<file path="src/rtl/em_stage_reg.sv">
// E->M pipeline register with E-stage exception resolution (Ov, AdEL, AdES).
// Optional feature macro: MMIO_RANGE_CHECK_EN adds address-window and timer-access checks.
module em_stage_reg #(
  parameter logic [31:0] EXC_PC   = 32'h0000_4180
`ifdef MMIO_RANGE_CHECK_EN
  , parameter logic [31:0] DM_TOP   = 32'h0000_2FFF
  , parameter logic [31:0] TC0_BASE = 32'h0000_7F00
  , parameter logic [31:0] TC1_BASE = 32'h0000_7F10
  , parameter logic [31:0] IG_BASE  = 32'h0000_7F20
`endif
) (
  input  logic        clk,
  input  logic        reset,
  input  logic        en,
  input  logic        req,
  input  logic [31:0] E_PC,
  input  logic [31:0] E_Instr,
  input  logic [31:0] E_AO,
  input  logic        E_overflow,
  input  logic        E_ov_chk,
  input  logic [31:0] E_RD2,
  input  logic [4:0]  E_A3,
  input  logic [3:0]  E_mem_op,
  input  logic [4:0]  E_ExcCode,
  input  logic        E_BD,
  output logic [31:0] M_PC,
  output logic [31:0] M_Instr,
  output logic [31:0] M_AO,
  output logic [31:0] M_RD2,
  output logic [4:0]  M_A3,
  output logic [3:0]  M_mem_op,
  output logic [4:0]  M_ExcCode,
  output logic        M_BD
);

  localparam logic [4:0] EXC_NONE = 5'd0;
  localparam logic [4:0] EXC_ADEL = 5'd4;
  localparam logic [4:0] EXC_ADES = 5'd5;
  localparam logic [4:0] EXC_OV   = 5'd12;

  logic        is_load_s, is_store_s, misalign_s, range_bad_s, new_exc_s;
  logic [4:0]  exc_s;

  logic [31:0] pc_q, instr_q, ao_q, rd2_q, pc_d, instr_d, ao_d, rd2_d;
  logic [4:0]  a3_q, exc_q, a3_d, exc_d;
  logic [3:0]  mem_op_q, mem_op_d;
  logic        bd_q, bd_d;

  // Classify the access and flag alignment / address-window violations.
  always_comb begin
    is_load_s  = (E_mem_op >= 4'd1) && (E_mem_op <= 4'd5);
    is_store_s = (E_mem_op >= 4'd6) && (E_mem_op <= 4'd8);
    misalign_s = (((E_mem_op == 4'd1) || (E_mem_op == 4'd6)) && (E_AO[1:0] != 2'b00)) ||
                 (((E_mem_op == 4'd2) || (E_mem_op == 4'd3) || (E_mem_op == 4'd7)) && E_AO[0]);
`ifdef MMIO_RANGE_CHECK_EN
    range_bad_s =
      !((E_AO <= DM_TOP) ||
        ((E_AO >= TC0_BASE) && (E_AO <= TC0_BASE + 32'h0000_000B)) ||
        ((E_AO >= TC1_BASE) && (E_AO <= TC1_BASE + 32'h0000_000B)) ||
        ((E_AO >= IG_BASE)  && (E_AO <= IG_BASE  + 32'h0000_0003))) ||
      ((((E_AO >= TC0_BASE) && (E_AO <= TC0_BASE + 32'h0000_000B)) ||
        ((E_AO >= TC1_BASE) && (E_AO <= TC1_BASE + 32'h0000_000B))) &&
       (E_mem_op != 4'd1) && (E_mem_op != 4'd6)) ||
      (is_store_s && ((E_AO == TC0_BASE + 32'h0000_0008) || (E_AO == TC1_BASE + 32'h0000_0008)));
`else
    range_bad_s = 1'b0;
`endif
  end

  // Earlier-stage codes win; only a freshly detected code kills the access.
  always_comb begin
    if (E_ExcCode != EXC_NONE) begin
      exc_s = E_ExcCode;
    end else if (E_ov_chk && E_overflow && (E_mem_op == 4'd0)) begin
      exc_s = EXC_OV;
    end else if (is_load_s && (E_overflow || misalign_s || range_bad_s)) begin
      exc_s = EXC_ADEL;
    end else if (is_store_s && (E_overflow || misalign_s || range_bad_s)) begin
      exc_s = EXC_ADES;
    end else begin
      exc_s = EXC_NONE;
    end
    new_exc_s = (E_ExcCode == EXC_NONE) && (exc_s != EXC_NONE);
  end

  // Next-state: flush bubble, load, or hold.
  always_comb begin
    pc_d     = pc_q;
    instr_d  = instr_q;
    ao_d     = ao_q;
    rd2_d    = rd2_q;
    a3_d     = a3_q;
    mem_op_d = mem_op_q;
    exc_d    = exc_q;
    bd_d     = bd_q;
    if (req) begin
      pc_d     = EXC_PC;
      instr_d  = 32'd0;
      ao_d     = 32'd0;
      rd2_d    = 32'd0;
      a3_d     = 5'd0;
      mem_op_d = 4'd0;
      exc_d    = EXC_NONE;
      bd_d     = 1'b0;
    end else if (en) begin
      pc_d     = E_PC;
      instr_d  = E_Instr;
      ao_d     = E_AO;
      rd2_d    = E_RD2;
      a3_d     = new_exc_s ? 5'd0 : E_A3;
      mem_op_d = new_exc_s ? 4'd0 : E_mem_op;
      exc_d    = exc_s;
      bd_d     = E_BD;
    end else begin
      pc_d     = pc_q;
    end
  end

  // Stage register with synchronous reset.
  always_ff @(posedge clk) begin
    if (reset) begin
      pc_q     <= 32'd0;
      instr_q  <= 32'd0;
      ao_q     <= 32'd0;
      rd2_q    <= 32'd0;
      a3_q     <= 5'd0;
      mem_op_q <= 4'd0;
      exc_q    <= 5'd0;
      bd_q     <= 1'b0;
    end else begin
      pc_q     <= pc_d;
      instr_q  <= instr_d;
      ao_q     <= ao_d;
      rd2_q    <= rd2_d;
      a3_q     <= a3_d;
      mem_op_q <= mem_op_d;
      exc_q    <= exc_d;
      bd_q     <= bd_d;
    end
  end

  assign M_PC      = pc_q;
  assign M_Instr   = instr_q;
  assign M_AO      = ao_q;
  assign M_RD2     = rd2_q;
  assign M_A3      = a3_q;
  assign M_mem_op  = mem_op_q;
  assign M_ExcCode = exc_q;
  assign M_BD      = bd_q;

endmodule

</file>
<file path="config.mk">
export PLATFORM = sky130hd
export DESIGN_NAME = em_stage_reg
export DESIGN_NICKNAME = d
export VERILOG_FILES = /design/src/rtl/em_stage_reg.sv
export SDC_FILE = /design/constraint.sdc
export NUM_CORES = 1
export LEC_CHECK = 0
export CAP_MARGIN = 15
export CORE_MARGIN = 2
export CORE_UTILIZATION = 40
export CTS_BUF_LIST = sky130_fd_sc_hd__clkbuf_4 sky130_fd_sc_hd__clkbuf_8
export DETAILED_ROUTE_END_ITERATION = 10
export PLACE_DENSITY = 0.91
export SKIP_LAST_GASP = 1
export SYNTH_ARGS = -nofsm -noshare
export SYNTH_HDL_FRONTEND = slang
export SYNTH_SLANG_ARGS = --single-unit
</file>
<file path="constraint.sdc">
create_clock -name clk -period 2 [get_ports clk]
set_clock_uncertainty 0.15 [all_clocks]
set_input_delay 0.4 -clock clk [delete_from_list [all_inputs] [get_ports clk]]
set_output_delay 0.4 -clock clk [all_outputs]
set_load 0.01 [all_outputs]
</file>
==> results of run 1 <==
-- placed cells by master, fill, tap and decap left out, types with 2 or more instances in the layout --
cell and instances:
clkdlybuf4s50_1 289, dfxtp_1 143, nor2_1 135, mux2i_1 128, clkbuf_8 19, buf_4 19
nand2_1 10, a2bb2oi_1 9, nand3_1 9, o22ai_1 9, buf_12 7, nor2b_1 6
inv_1 4, clkinv_2 4, a211oi_1 3, clkbuf_4 3, nor4_4 2, nand3b_1 2
nand4_1 2, nor3_2 2, bufinv_16 2, clkinvlp_4 2, clkinv_4 2
-- logic make-up after synthesis --
| kind of cell | after synthesis | synth area share (%) |
|---|---|---|
| buffers and inverters | 39 | 4.02 |
| AO/OA/AOI/OAI | 32 | 5.14 |
| multiplexers | 128 | 23.8 |
| AND/OR/NAND/NOR | 171 | 13.8 |
| flip-flops | 143 | 53.2 |
-- final timing paths --
check                           cells after the start  slack (ps)  startpoint   endpoint
worst max-delay path                                1          80     M_A3[0]    M_A3[0]
worst min-delay path                                3         170          en    M_AO[8]
worst max register to register                      3        1040    M_PC[14]   M_PC[14]
worst min register to register                      2         340   M_RD2[25]  M_RD2[25]
-- stage by stage --
stage	setup TNS, ps	instance area [um^2]	hold slack, ps	std cells
CTS	0	8990	144	1003
finish	0	9000	167	1003
detailed placement	-2250	8600	331	971
floorplan	0	5380	322	513
global route	0	9000	163	1003
global placement	-1800	8600	320	971
-- per-layer routing --
| metal | vias to the layer above | GRT usage, % | part of all wire (%) | wire, um |
|---|---|---|---|---|
| li1 | 2352 | - | - | - |
| met5 | - | 0 | 0 | 0 |
| met2 | 190 | 35.9 | 49 | 7690 |
| met4 | 0 | 11.0 | 3.2 | 504 |
| met1 | 2231 | 24.0 | 40 | 6190 |
| met3 | 43 | 7.03 | 8.2 | 1280 |
-- power groups by stage --
stage / Combinational (W) / Clock (W) / Sequential (W)
after floorplan: 0.000344 / 0 / 0.00310
after CTS: 0.00101 / 0.00234 / 0.00299
after global placement: 0.000982 / 0 / 0.00305
after global routing: 0.00107 / 0.00245 / 0.00300
final: 0.00100 / 0.00229 / 0.00299
after detailed placement: 0.000998 / 0 / 0.00306
-- registers in the layout (all words and copies together), names as in the netlist --
| signal | cells |
|---|---|
| M_Instr | 32 |
| M_RD2 | 32 |
| M_AO | 32 |
| M_BD | 1 |
| M_A3 | 5 |
| M_PC | 32 |
| M_mem_op | 4 |
| M_ExcCode | 5 |
-- cell type report --
class                           count  area (um^2)  area share [%]
Tap cell                          176          220            2.45
Clock inverter                     10          113            1.25
Timing Repair Buffer              317         3200            35.6
Inverter                            4         15.0           0.167
Clock buffer                       22          284            3.16
Sequential cell                   143         2860            31.8
Multi-Input combinational cell    331         2300            25.6
-- worst reg2reg max path, delay by kind of cell (launching register included) --
kind	cells	cell delay, ps
flip-flops	1	310
AO/OA/AOI/OAI	1	220
AND/OR/NAND/NOR	2	170
==> impl_metrics.yaml, run 1 <==
run_status:
  status: "finished, final reports clean"
detailed_routing:
  antenna_left: 0
  drc: 0
  vias: 4816
  wl_mm: 15.7
  via_per_inst: 4.80
  dr.pass1.iters: 5
  post_drt_wl_per_cell_um: 15.6
  drt_iter0_markers: 248
synthesis:
  yosys_warnings: 0
  synth_top_cells_by_count: "dfxtp_1 (143), nor2_1 (135), mux2i_1 (128)"
  synth-seq-cells: 143
  synth_cell_types: 33
  yosys-top-cells-area: "dfxtp_1 (53%), mux2i_1 (24%), nor2_1 (9.4%), buf_2 (1.8%), a2bb2oi_1 (1.5%)"
  avgSynthCellArea_um2: 10.5
  yosysMostFrequentCell: "dfxtp_1"
  syn_nets: 662
  syn_inst: 513
  post-synth-top-area-cell: "dfxtp_1"
  synth-edff-count: 0
  async_reset_ff_share_pct: 0
  yosys_most_used_dff: "dfxtp_1"
  syn_area_um2: 5380
  yosysSeqAreaShare_pct: 53.2
  synth_top_area_share_pct: 53.2
floorplan:
  rows: 42
  die_h_um: 120
  dieArea_um2: 14400
  initial_core_util_pct: 40.8
  die_w_um: 120
  core_um2: 13200
  io_pins: 292
placed_design:
  place.detailed.hpwl_mm: 11.6
  gp_congestion: 0.839
  pre_cts_ws_ps: -229
  port_buffers: 291
power_and_ir_drop:
  p_int_w: 0.00477
  ir_drop_v: 0.000480
  pwr-share-seq_pct: 47.7
  cellPowerDensity_nw_per_um2: 698
  p_switching_w: 0.00151
  power.share.switching_pct: 24.0
  power.leakage_nw: 3.70
  pwr-share-comb_pct: 15.9
  p_clk_share_pct: 36.4
  finalPower_w: 0.00628
global_routing:
  first_global_vias: 4797
  grt-ovfl-total: 0
  track_usage_pct: 21.3
  grt_pass1_wl_mm: 24.4
  grt_max_degree: 70
  antenna_found_initial: 0
cells_and_area:
  antenna_cells: 0
  synthToLayoutAreaGrowth_pct: 67.2
  drive_gt1_share_pct: 8.10
  fillCellCount: 973
  final_util_pct: 68.2
  finalNetCount: 963
setup_path:
  crit_family: "buffers and inverters"
  arrival_ps: 1370
  cp_num_buf_inv: 1
  crit_chain: "clkdlybuf4s50_1"
  worstSetupEndpointType: "primary output"
  crit_slowest_cell: "clkdlybuf4s50_1"
  start_kind: "flip-flop"
  required_ps: 1450
  worstPathMaxFanout: 2
  critPathMaxStageDelay_ps: 560
  path_class: "reg -> out"
sta:
  relSlewSlack_pct: 68.6
  finalMaxSlewViolations: 0
  fmax_mhz: 520
  tightest_slew_ps: 471
  hold_viol_final: 0
  layout_worst_path_cycle_share_pct: 96.2
  fin_crit_ps: 1920
  fin_ws_ps: 75.6
  rsz0062_at_grt: "false"
  setup_violations: 0
clocking:
  holdBufCountCts: 0
  cts.repair.resized: 0
  cts.root.buffer_cell: "clkbuf_8"
  path_clk_slew_ps: 80
  cts_sinks: 143
  cts_buffers: 17
  postCtsSetupBuffers: 0
  clk_path_buf_depth: 2
  cts_tree: "yes"
  clk_latency_ps: 430
  htree_num_levels: 4
run:
  maxCapViolCount: 0
hold_path:
  hold_path_class: "in -> reg"
(Power assumes the default switching activity.)
==> run 2: changes to the inputs <==
--- a/config.mk
+++ b/config.mk
@@ -6,11 +6,12 @@
 export NUM_CORES = 1
 export LEC_CHECK = 0
 export CAP_MARGIN = 15
-export CORE_MARGIN = 2
-export CORE_UTILIZATION = 40
+export CORE_AREA = 2 2 113 115
 export CTS_BUF_LIST = sky130_fd_sc_hd__clkbuf_4 sky130_fd_sc_hd__clkbuf_8
 export DETAILED_ROUTE_END_ITERATION = 10
-export PLACE_DENSITY = 0.91
+export DIE_AREA = 0 0 115 117
+export DONT_BUFFER_PORTS = 1
+export PLACE_DENSITY = 0.68
 export SKIP_LAST_GASP = 1
 export SYNTH_ARGS = -nofsm -noshare
 export SYNTH_HDL_FRONTEND = slang
==> run 2 against run 1 <==
Net effect:
- the flow now stops in 4_1_cts
- area after synthesis unchanged
- synthesized cell count unchanged
==> impl_metrics.yaml, run 2 <==
clocking:
  clk_path_buf_depth: 2
  cts_sinks: 143
  cts.root.buffer_cell: "clkbuf_8"
  htree_num_levels: 4
  postCtsSetupBuffers: 0
  cts.repair.resized: 0
  cts_buffers: 17
  holdBufCountCts: 133
synthesis:
  synth_top_area_share_pct: 53.2
  yosysSeqAreaShare_pct: 53.2
  synth-edff-count: 0
  synth_cell_types: 33
  avgSynthCellArea_um2: 10.5
  post-synth-top-area-cell: "dfxtp_1"
  syn_area_um2: 5380
  yosys_most_used_dff: "dfxtp_1"
  async_reset_ff_share_pct: 0
  yosys-top-cells-area: "dfxtp_1 (53%), mux2i_1 (24%), nor2_1 (9.4%), buf_2 (1.8%), a2bb2oi_1 (1.5%)"
  synth_top_cells_by_count: "dfxtp_1 (143), nor2_1 (135), mux2i_1 (128)"
  syn_nets: 662
  yosysMostFrequentCell: "dfxtp_1"
  synth-seq-cells: 143
  syn_inst: 513
  yosys_warnings: 0
floorplan:
  die_w_um: 115
  io_pins: 292
  rows: 41
  initial_core_util_pct: 43.7
  die_h_um: 117
placed_design:
  dpl_cell_area_um2: 5420
  port_buffers: 0
  place.detailed.hpwl_mm: 8.44
  gp_congestion: 0.929
run_status:
  lastStage: "4_1_cts"
  status: "aborted with a tool error"
  tool.error: "[ERROR RSZ-0060] Max buffer count reached."
-- run 2: cell counts after synthesis --
Identical to the previous run, type by type.
-- run 2: cell families after synthesis --
logic type,synth area share (%)
and+or+nand+nor,13.8
DFF,53.2
AOI/OAI and AO/OA,5.14
buffers and inverters,4.02
muxes,23.8
-- run 2: metrics by stage --
stage	setup slack, ps	utilization, %	hold slack (ps)	std cells
after detailed placement	299	44.0	330	633
after global placement	310	44.0	329	633
after floorplan	370	-	322	513
==> run 3: changes to the inputs <==
==> config.mk (replaced) <==
export PLATFORM = sky130hd
export DESIGN_NAME = em_stage_reg
export DESIGN_NICKNAME = d
export VERILOG_FILES = /design/src/rtl/em_stage_reg.sv
export SDC_FILE = /design/constraint.sdc
export NUM_CORES = 1
export LEC_CHECK = 0
export CAP_MARGIN = 15
export CORE_MARGIN = 2
export CORE_UTILIZATION = 40
export DETAILED_ROUTE_END_ITERATION = 10
export DONT_BUFFER_PORTS = 1
export PLACE_DENSITY_LB_ADDON = 0.15
export SKIP_LAST_GASP = 1
export SYNTH_ARGS = -nofsm -noshare
export SYNTH_HDL_FRONTEND = slang
export SYNTH_SLANG_ARGS = --single-unit
==> run 3 against run 2 <==
Net effect:
- the run again fails in 4_1_cts
- synthesized cell count stayed put
- area after synthesis stayed put
==> impl_metrics.yaml, run 3 <==
clocking:
  clk_path_buf_depth: 2
  cts.repair.resized: 0
  postCtsSetupBuffers: 0
  cts_sinks: 143
  holdBufCountCts: 139
  htree_num_levels: 4
  cts_buffers: 17
  cts.root.buffer_cell: "clkbuf_16"
floorplan:
  rows: 42
  die_h_um: 120
  io_pins: 292
  initial_core_util_pct: 40.8
  die_w_um: 120
synthesis:
  avgSynthCellArea_um2: 10.5
  synth_cell_types: 33
  synth_top_cells_by_count: "dfxtp_1 (143), nor2_1 (135), mux2i_1 (128)"
  yosys_most_used_dff: "dfxtp_1"
  synth-edff-count: 0
  synth_top_area_share_pct: 53.2
  async_reset_ff_share_pct: 0
  syn_nets: 662
  yosysSeqAreaShare_pct: 53.2
  yosysMostFrequentCell: "dfxtp_1"
  syn_inst: 513
  post-synth-top-area-cell: "dfxtp_1"
  yosys-top-cells-area: "dfxtp_1 (53%), mux2i_1 (24%), nor2_1 (9.4%), buf_2 (1.8%), a2bb2oi_1 (1.5%)"
  synth-seq-cells: 143
  yosys_warnings: 0
  syn_area_um2: 5380
run_status:
  status: "aborted with a tool error"
  tool.error: "[ERROR RSZ-0060] Max buffer count reached."
  lastStage: "4_1_cts"
placed_design:
  gp_congestion: 0.784
  dpl_cell_area_um2: 5460
  port_buffers: 0
  place.detailed.hpwl_mm: 8.67
==> run 3: cell counts after synthesis <==
No cell type changed its count.
==> run 3: per-stage QoR <==
step / hold WS, ps / std cells / worst slack, ps / util (%)
floorplan: 322 / 513 / 370 / -
global placement: 324 / 659 / 308 / 41.4
detailed placement: 326 / 659 / 296 / 41.4
==> run 3: logic make-up after synthesis <==
kind of cell / count (synthesis) / share of synthesized area (%)
compound gates: 32 / 5.14
buf+inv: 39 / 4.02
flops: 143 / 53.2
mux: 128 / 23.8
simple gates: 171 / 13.8
